File: src/rtl/hdmi_cfg_pkg.sv
`default_nettype none
// ============================================================================
//  Module      : hdmi_cfg_pkg
//  Description : Shared configuration table, FSM state encoding and table
//                lookup helper for the HDMI transmitter configuration sequencer.
//  Revision    : 1.0 - initial release
// ============================================================================
package hdmi_cfg_pkg;

    // Number of {reg, data} entries written after power-up.
    localparam int CFG_LEN = 4;

    // Entry i lives at CFG_TABLE[i]; upper byte = register, lower byte = value.
    // Index 0 is the rightmost element of the concatenation.
    localparam logic [CFG_LEN-1:0][15:0] CFG_TABLE = {
        16'hAF_16,   // 3: HDMI mode, HDCP off
        16'h9A_E0,   // 2: fixed register required by the transmitter
        16'h98_03,   // 1: fixed register required by the transmitter
        16'h41_10    // 0: main power-up
    };

    // Sequencer states, explicit 3-bit encoding.
    typedef enum logic [2:0] {
        ST_WAIT_PWR = 3'd0,
        ST_LOAD     = 3'd1,
        ST_REQ      = 3'd2,
        ST_GAP      = 3'd3,
        ST_DONE     = 3'd4,
        ST_FAIL     = 3'd5
    } cfg_state_e;

    // Table lookup by index; out-of-range indices return zero.
    function automatic logic [15:0] cfg_entry(input logic [7:0] idx);
        logic [15:0] v;
        v = '0;
        for (int i = 0; i < CFG_LEN; i++) begin
            if (idx == 8'(i)) begin
                v = CFG_TABLE[i];
            end
        end
        return v;
    endfunction

endpackage : hdmi_cfg_pkg
`default_nettype wire

File: src/rtl/hdmi_tx_cfg_seq.sv
`default_nettype none
// ============================================================================
//  Module      : hdmi_tx_cfg_seq
//  Description : Walks the HDMI transmitter configuration table after a
//                power-up delay, issuing one I2C write per entry with bounded
//                retries; restarts on a start pulse or an hpd rising edge.
//  Revision    : 1.0 - initial release
// ============================================================================
module hdmi_tx_cfg_seq
    import hdmi_cfg_pkg::*;
#(
    parameter logic [6:0] DEV_ADDR  = 7'h39,
    parameter int         PWR_WAIT  = 10_000_000,
    parameter int         MAX_RETRY = 3
) (
    input  logic       clk50,
    input  logic       rst,
    input  logic       start,
    input  logic       hpd,
    output logic       wr_req,
    output logic [6:0] wr_dev,
    output logic [7:0] wr_reg,
    output logic [7:0] wr_data,
    input  logic       wr_ack,
    input  logic       wr_err,
    output logic       busy,
    output logic       done,
    output logic       error
);

    // Counter widths; at least one bit so degenerate parameters still elaborate.
    localparam int c_idx_w = (CFG_LEN   > 0) ? $clog2(CFG_LEN + 1)   : 1;
    localparam int c_pwr_w = (PWR_WAIT  > 0) ? $clog2(PWR_WAIT + 1)  : 1;
    localparam int c_rty_w = (MAX_RETRY > 0) ? $clog2(MAX_RETRY + 1) : 1;

    localparam logic [c_idx_w-1:0] c_last_idx  = c_idx_w'(CFG_LEN - 1);
    localparam logic [c_pwr_w-1:0] c_pwr_wait  = c_pwr_w'(PWR_WAIT);
    localparam logic [c_rty_w-1:0] c_max_retry = c_rty_w'(MAX_RETRY);

    cfg_state_e          r_state,   w_state_nxt;
    logic [c_idx_w-1:0]  r_idx,     w_idx_nxt;
    logic [c_rty_w-1:0]  r_retry,   w_retry_nxt;
    logic [c_pwr_w-1:0]  r_pwr_cnt, w_pwr_cnt_nxt;
    logic                r_rst_pend, w_rst_pend_nxt;
    logic                r_last_ok, w_last_ok_nxt;
    logic [7:0]          r_wr_reg,  w_wr_reg_nxt;
    logic [7:0]          r_wr_data, w_wr_data_nxt;
    logic                r_hpd_s1, r_hpd_s2, r_hpd_prev;
    logic                w_restart;
    logic [15:0]         w_entry;

    // Two-flop synchroniser for hpd plus one flop for rising-edge detection.
    always_ff @(posedge clk50) begin
        if (rst) begin
            r_hpd_s1   <= 1'b0;
            r_hpd_s2   <= 1'b0;
            r_hpd_prev <= 1'b0;
        end else begin
            r_hpd_s1   <= hpd;
            r_hpd_s2   <= r_hpd_s1;
            r_hpd_prev <= r_hpd_s2;
        end
    end

    assign w_restart = start | (r_hpd_s2 & ~r_hpd_prev);
    assign w_entry   = cfg_entry(8'(r_idx));

    // State and datapath registers.
    always_ff @(posedge clk50) begin
        if (rst) begin
            r_state    <= ST_WAIT_PWR;
            r_idx      <= '0;
            r_retry    <= '0;
            r_pwr_cnt  <= '0;
            r_rst_pend <= 1'b0;
            r_last_ok  <= 1'b0;
            r_wr_reg   <= '0;
            r_wr_data  <= '0;
        end else begin
            r_state    <= w_state_nxt;
            r_idx      <= w_idx_nxt;
            r_retry    <= w_retry_nxt;
            r_pwr_cnt  <= w_pwr_cnt_nxt;
            r_rst_pend <= w_rst_pend_nxt;
            r_last_ok  <= w_last_ok_nxt;
            r_wr_reg   <= w_wr_reg_nxt;
            r_wr_data  <= w_wr_data_nxt;
        end
    end

    // Next-state logic: the handshake outcome is captured in REQ and acted on
    // in GAP, so GAP is the single place where restart/advance/retry/fail is
    // decided. A restart seen during REQ is held until the handshake ends.
    always_comb begin
        w_state_nxt    = r_state;
        w_idx_nxt      = r_idx;
        w_retry_nxt    = r_retry;
        w_pwr_cnt_nxt  = r_pwr_cnt;
        w_rst_pend_nxt = r_rst_pend;
        w_last_ok_nxt  = r_last_ok;
        w_wr_reg_nxt   = r_wr_reg;
        w_wr_data_nxt  = r_wr_data;
        case (r_state)
            ST_WAIT_PWR: begin
                if (r_pwr_cnt == c_pwr_wait) begin
                    w_state_nxt = ST_LOAD;
                end else begin
                    w_pwr_cnt_nxt = r_pwr_cnt + c_pwr_w'(1);
                end
            end
            ST_LOAD: begin
                if (w_restart) begin
                    w_idx_nxt   = '0;
                    w_retry_nxt = '0;
                end else begin
                    w_wr_reg_nxt  = w_entry[15:8];
                    w_wr_data_nxt = w_entry[7:0];
                    w_state_nxt   = ST_REQ;
                end
            end
            ST_REQ: begin
                if (w_restart) begin
                    w_rst_pend_nxt = 1'b1;
                end
                // An error wins over a simultaneous ack.
                if (wr_err) begin
                    w_last_ok_nxt = 1'b0;
                    w_state_nxt   = ST_GAP;
                end else if (wr_ack) begin
                    w_last_ok_nxt = 1'b1;
                    w_state_nxt   = ST_GAP;
                end
            end
            ST_GAP: begin
                if (w_restart || r_rst_pend) begin
                    w_idx_nxt      = '0;
                    w_retry_nxt    = '0;
                    w_rst_pend_nxt = 1'b0;
                    w_state_nxt    = ST_LOAD;
                end else if (r_last_ok) begin
                    w_retry_nxt = '0;
                    if (r_idx == c_last_idx) begin
                        w_state_nxt = ST_DONE;
                    end else begin
                        w_idx_nxt   = r_idx + c_idx_w'(1);
                        w_state_nxt = ST_LOAD;
                    end
                end else if (r_retry < c_max_retry) begin
                    w_retry_nxt = r_retry + c_rty_w'(1);
                    w_state_nxt = ST_LOAD;
                end else begin
                    w_state_nxt = ST_FAIL;
                end
            end
            ST_DONE, ST_FAIL: begin
                if (w_restart) begin
                    w_idx_nxt   = '0;
                    w_retry_nxt = '0;
                    w_state_nxt = ST_LOAD;
                end
            end
            default: begin
                w_state_nxt = ST_WAIT_PWR;
            end
        endcase
    end

    assign wr_req  = (r_state == ST_REQ);
    assign wr_dev  = DEV_ADDR;
    assign wr_reg  = r_wr_reg;
    assign wr_data = r_wr_data;
    assign done    = (r_state == ST_DONE);
    assign error   = (r_state == ST_FAIL);
    assign busy    = ~(done | error);

endmodule : hdmi_tx_cfg_seq
`default_nettype wire

File: config.mk
export PLATFORM = sky130hd
export DESIGN_NAME = hdmi_tx_cfg_seq
export DESIGN_NICKNAME = d
export VERILOG_FILES = /design/src/rtl/hdmi_cfg_pkg.sv /design/src/rtl/hdmi_tx_cfg_seq.sv
export SDC_FILE = /design/constraint.sdc
export NUM_CORES = 1
export LEC_CHECK = 0
export CAP_MARGIN = 30
export CORE_MARGIN = 5
export CORE_UTILIZATION = 59
export CTS_CLUSTER_DIAMETER = 150
export DETAILED_ROUTE_END_ITERATION = 8
export PLACE_DENSITY = 0.94
export SYNTH_ARGS = -nofsm -noshare
export SYNTH_HDL_FRONTEND = slang
export SYNTH_SLANG_ARGS = --single-unit
File: constraint.sdc
create_clock -name clk50 -period 5.6 [get_ports clk50]
set_input_delay 0.84 -clock clk50 [delete_from_list [all_inputs] [get_ports clk50]]
set_output_delay 0.84 -clock clk50 [all_outputs]
set_load 0.03 [all_outputs]
==> metrics.yaml, run 1 <==
timing:
  worst_pin_slew_ns: 0.8181
  drv_slew: 0
  min_period_ns: 2.834
  rsz0062_at_grt: "false"
  setup_violations: 0
  whs_ns: 0.4467
  finClkSkew_ns: 0.006089
  fmax_ghz: 0.3528
  hold_viol_final: 0
  tns_ns: 0
  post-route-period-util: 0.5061
  worst_slew_margin_rel: 0.4495
global_routing:
  grt_pass1_wl_um: 9315
  antenna_found_initial: 0
  grt_pass1_vias: 2087
  grt_max_degree: 48
  grt-ovfl-total: 0
  grtUsageTotal: 0.2079
setup_path:
  crit_type: "reg -> out"
  worstSetupEndpointType: "output pin"
  critical_path.top_delay_family: "buffers and inverters"
  required_ns: 4.76
  cp_max_fo: 11
  arrival_ns: 1.99
  crit_slowest_cell: "clkdlybuf4s50_1"
  crit_chain: "nand2b_1, nor2_1, clkdlybuf4s50_1"
  cp_num_buf_inv: 1
  slowest_delay_ns: 0.70
  startpoint_type: "flop"
logic_synthesis:
  synth_cell_types: 57
  ys_seq_elements: 46
  synth_enable_flop_cells: 0
  yosysWarnings: 0
  synthFlopType: "dfxtp_1"
  syn_avg_cell_area_sq_um: 8.295
  synthArstFlopShare: 0
  netlist.top_cell.by_area: "dfxtp_1"
  synth_commonest_cells: "dfxtp_1, a21oi_1, nor2_1"
  synth_top_area_frac: 0.3640
  synth_area_leaders: "dfxtp_1, a21oi_1, buf_4"
  synth_area_sq_um: 2530
  ys_seq_area_frac: 0.3640
  synth_most_common_cell: "dfxtp_1"
  syn_inst: 305
cts:
  cts_tree: "done"
  post_cts_resized: 0
  clk_latency_ns: 0.30
  cts_root_buf: "clkbuf_8"
  cts_buffer_depth: 2
  path_clk_slew_ns: 0.08
  ctsHoldBuffers: 0
  cts_setup_buffers: 0
  cts.sinks: 46
  cts_buffers: 5
  h-tree-depth: 2
drt:
  avgViaCountPerCell: 6.229
  avgRoutedWirePerCell_um: 14.99
  drt_iter0_drc: 256
  final_antenna_net_count: 0
  dr.pass1.iters: 5
  drt-total-wl_um: 5428
  via_count: 2255
  drc: 0
status:
  status: "complete, no violations"
final_layout:
  drive_gt1_frac: 0.06090
  nets: 325
  syn_to_final_growth_pct: 10.29
  antenna_cells: 0
  largest_register_ffs: 24
power_and_ir_drop:
  p_per_area_nw_per_um2: 212.5
  p_leak_uw: 0.0009380
  vdd_ir_drop_max_mv: 0.1285
floorplan:
  start_util: 0.6191
  dieHeight_um: 75.48
  ios: 33
  dieArea_sq_um: 5697
  die_x_um: 75.48
  rows: 23
  core_region_area_sq_um: 4086
min_path:
  timing.hold.worst.class: "reg -> reg"
placement:
  port_buffers: 24
  place.gp.congestion: 0.8285
  dpl.hpwl_um: 3753
flow_run:
  maxCapViolations: 0
==> worst register-to-register path: stages (launching register included) <==
cell,delay (ns)
dfxtp_1,0.44
nand4_1,0.14
or4_1,0.81
or4_1,0.56
a21oi_1,0.16
==> cell families after synthesis <==
logic type | Yosys count | synth area share
buffers and inverters | 45 | 0.09149
adder cells (fa/ha/maj) | 8 | 0.03957
flip-flops | 46 | 0.3640
AND/OR/NAND/NOR | 128 | 0.2972
XOR/XNOR | 7 | 0.02423
AO/OA/AOI/OAI | 66 | 0.1677
other | 2 | 0.002968
multiplexers | 3 | 0.01286
==> final timing paths <==
| path | start | endpoint | slack, ns | depth (start not counted) |
|---|---|---|---|---|
| worst max-delay path | r_state[2] | done | 2.77 | 3 |
| worst min-delay path | r_hpd_s1 | r_hpd_s2 | 0.45 | 1 |
| worst max register to register | r_pwr_cnt[5] | r_pwr_cnt[22] | 3.43 | 4 |
| worst min register to register | r_hpd_s1 | r_hpd_s2 | 0.45 | 1 |
==> layout by cell type, fill, tap and decap left out, types with 3 or more instances in the layout <==
master and count:
a21oi_1 26, nand2_1 17, or3_1 6, inv_1 13, nand4_1 9, nand2b_1 3, nor4_1 3, and3_1 3
a31oi_1 3, xor2_1 7, nand3_1 15, o21ai_0 8, dfxtp_1 46, clkbuf_8 8, ha_1 8, nor2_1 21
nor2b_1 6, conb_1 8, clkdlybuf4s50_1 24, nand3b_1 3, or4_1 11, nor3_1 10, o21a_1 4, o211ai_1 3
o31ai_1 8
==> final cells by class <==
type	instances	area, sq um
Multi-Input combinational cell	220	1400
Fill cell	322	1296
Sequential cell	46	920.9
Timing Repair Buffer	25	247.7
Clock buffer	8	110.1
Tap cell	50	62.56
Inverter	13	48.80
==> power breakdown <==
part           total, uW  internal [uW]  leakage [uW]  switching, uW
combinational       29.7           9.06      0.000509           20.7
sequential           332            329      0.000371           2.15
clock                231            125     0.0000575            107
total                593            463      0.000938            130
==> per-layer routing <==
metal  GRT usage  vias to the layer above  part of all wire
li1            -                     1100                 -
met1      0.2573                     1041              0.41
met2      0.3404                       96              0.48
met3     0.05541                       18             0.081
met4     0.08932                        0             0.028
met5           0                        -                 0
==> through the flow <==
stage               area [sq um]  power (uW)    util  worst slack, ns  std cells
floorplan                   2552       365.1       -            3.555        311
global placement            2680       367.7  0.6558            3.070        354
detailed placement          2680       368.5  0.6558            2.995        354
CTS                         2790       595.5  0.6828            2.762        362
global route                2790       614.1  0.6828            2.615        362
finish                      2790       592.8  0.6828            2.766        362
Power figures use the tool's default switching activity.
==> run 2: changes to the inputs <==
--- a/config.mk
+++ b/config.mk
@@ -7,10 +7,10 @@
 export LEC_CHECK = 0
 export CAP_MARGIN = 30
 export CORE_MARGIN = 5
-export CORE_UTILIZATION = 59
+export CORE_UTILIZATION = 55
 export CTS_CLUSTER_DIAMETER = 150
 export DETAILED_ROUTE_END_ITERATION = 8
-export PLACE_DENSITY = 0.94
+export PLACE_DENSITY = 0.89
 export SYNTH_ARGS = -nofsm -noshare
 export SYNTH_HDL_FRONTEND = slang
 export SYNTH_SLANG_ARGS = --single-unit
==> constraint.sdc (replaced) <==
create_clock -name clk50 -period 2.9 [get_ports clk50]
set_input_delay 0.435 -clock clk50 [delete_from_list [all_inputs] [get_ports clk50]]
set_output_delay 0.435 -clock clk50 [all_outputs]
set_load 0.03 [all_outputs]
==> run 2 against run 1 <==
  * Hold slack better by 0.0096 ns
  * Final cell count up 0.55%
  * Critical endpoint is now busy
  * Utilization fell by 4.3 points
==> metrics.yaml, run 2 (synthesis gave the netlist of run 1 again) <==
final_layout:
  antenna_cells: 0
  multi_input_area_sq_um: 1400
  syn_to_final_growth_pct: 11.67
  drive_gt1_frac: 0.06090
  fin_area_sq_um: 2825
  layout_common_cells: "dfxtp_1, a21oi_1, clkdlybuf4s50_1, nor2_1, nand2_1"
  nets: 325
  seq_area_sq_um: 920.9
  fillCellCount: 375
  layout_commonest_cell: "dfxtp_1"
  largest_register_ffs: 24
  finalNonFillerCells: 364
min_path:
  whs_path_depth: 2
  timing.hold.worst.class: "reg -> reg"
timing:
  rsz0062_at_grt: "false"
  setup_ws_ns: 0.5045
  worst_pin_slew_ns: 0.7583
  worst_slew_margin_rel: 0.4902
  drv_slew: 0
  hold_viol_final: 0
  finClkSkew_ns: 0.009159
  setup_violations: 0
  tns_ns: 0
  fmax_ghz: 0.4175
  post-route-period-util: 0.8260
  min_period_ns: 2.395
setup_path:
  startpoint_type: "flop"
  cp_max_fo: 14
  worstSetupPathDepth: 2
  cp_num_buf_inv: 1
  crit_type: "reg -> out"
  arrival_ns: 1.96
  critical_path.top_delay_family: "buffers and inverters"
  slowest_delay_ns: 0.72
  crit_slowest_cell: "clkdlybuf4s50_1"
  required_ns: 2.47
  worstRegToRegCells: 4
  crit_chain: "nand2b_1, clkdlybuf4s50_1"
  worstSetupEndpointType: "output pin"
global_routing:
  grt.busiest_layer: "met2"
  grt_max_degree: 30
  antenna_found_initial: 0
  grt-ovfl-total: 0
  grtUsageMet3: 0.03935
  grtUsageMet2: 0.2980
  met1_usage: 0.2013
  grt_pass1_wl_um: 8728
  grt_pass1_vias: 2034
  grtUsageTotal: 0.1727
drt:
  avgViaCountPerCell: 5.992
  via_count: 2181
  final_antenna_net_count: 0
  dr.pass1.iters: 4
  drt_iter0_drc: 121
  avgRoutedWirePerCell_um: 14.16
  drt-total-wl_um: 5156
  drc: 0
power_and_ir_drop:
  vdd_ir_drop_max_mv: 0.4467
  p_per_area_nw_per_um2: 454.7
  power_uw: 1285
  p_leak_uw: 0.0009519
floorplan:
  die_x_um: 77.82
  rows: 24
  start_util: 0.5731
  dieArea_sq_um: 6056
  core_region_area_sq_um: 4414
  dieHeight_um: 77.82
  ios: 33
cts:
  path_clk_slew_ns: 0.09
  cts_root_buf: "clkbuf_8"
  cts.sinks: 46
  cts_tree: "done"
  cts_buffers: 5
  post_cts_resized: 0
  clk_latency_ns: 0.31
  cts_setup_buffers: 0
  h-tree-depth: 2
  cts_buffer_depth: 2
  ctsHoldBuffers: 0
placement:
  place.gp.congestion: 0.8361
  dp.cells: 356
  place_ws_ns: 0.7456
  placed_area_sq_um: 2683
  port_buffers: 24
  dpl.hpwl_um: 3560
status:
  status: "complete, no violations"
flow_run:
  maxCapViolations: 0
run 2: area by class of cell:
class,instances,share of cell area
Clock buffer,6,0.02923
Sequential cell,46,0.3260
Inverter,13,0.01727
Timing Repair Buffer,25,0.08769
Clock inverter,2,0.02126
Multi-Input combinational cell,220,0.4956
Tap cell,52,0.02303
run 2: power breakdown:
| group | internal [uW] | switching, uW |
|---|---|---|
| Clock | 367 | 218 |
| Combinational | 17.7 | 40.8 |
| Sequential | 636 | 4.23 |
| Total | 1020 | 263 |
run 2: final timing paths:
path | start | slack (ns) | endpoint
max | r_state[1] | 0.50 | busy
min | wr_reg[1] | 0.46 | wr_reg[1]
max reg2reg | r_state[0] | 0.74 | r_pwr_cnt[22]
min reg2reg | wr_reg[1] | 0.46 | wr_reg[1]
run 2: tightest hold or removal path, delay by kind of cell, from the launching register on:
family	cells	cell delay, ns
flops	1	0.32
simple gates	1	0.05
compound gates	1	0.05
run 2: stage by stage:
step,hold WS [ns],utilization
6_report,0.4563,0.6400
5_1_grt,0.4777,0.6400
4_1_cts,0.4551,0.6400
3_5_place_dp,0.4434,0.6077
3_3_place_gp,0.4310,0.6077
2_1_floorplan,0.4138,-
run 2: metal layers:
metal | vias up | wire length, um | share of wire
met5 | - | 0 | 0
met4 | 0 | 115 | 0.022
met3 | 13 | 257 | 0.050
met2 | 53 | 2525 | 0.49
met1 | 1009 | 2258 | 0.44
li1 | 1106 | - | -
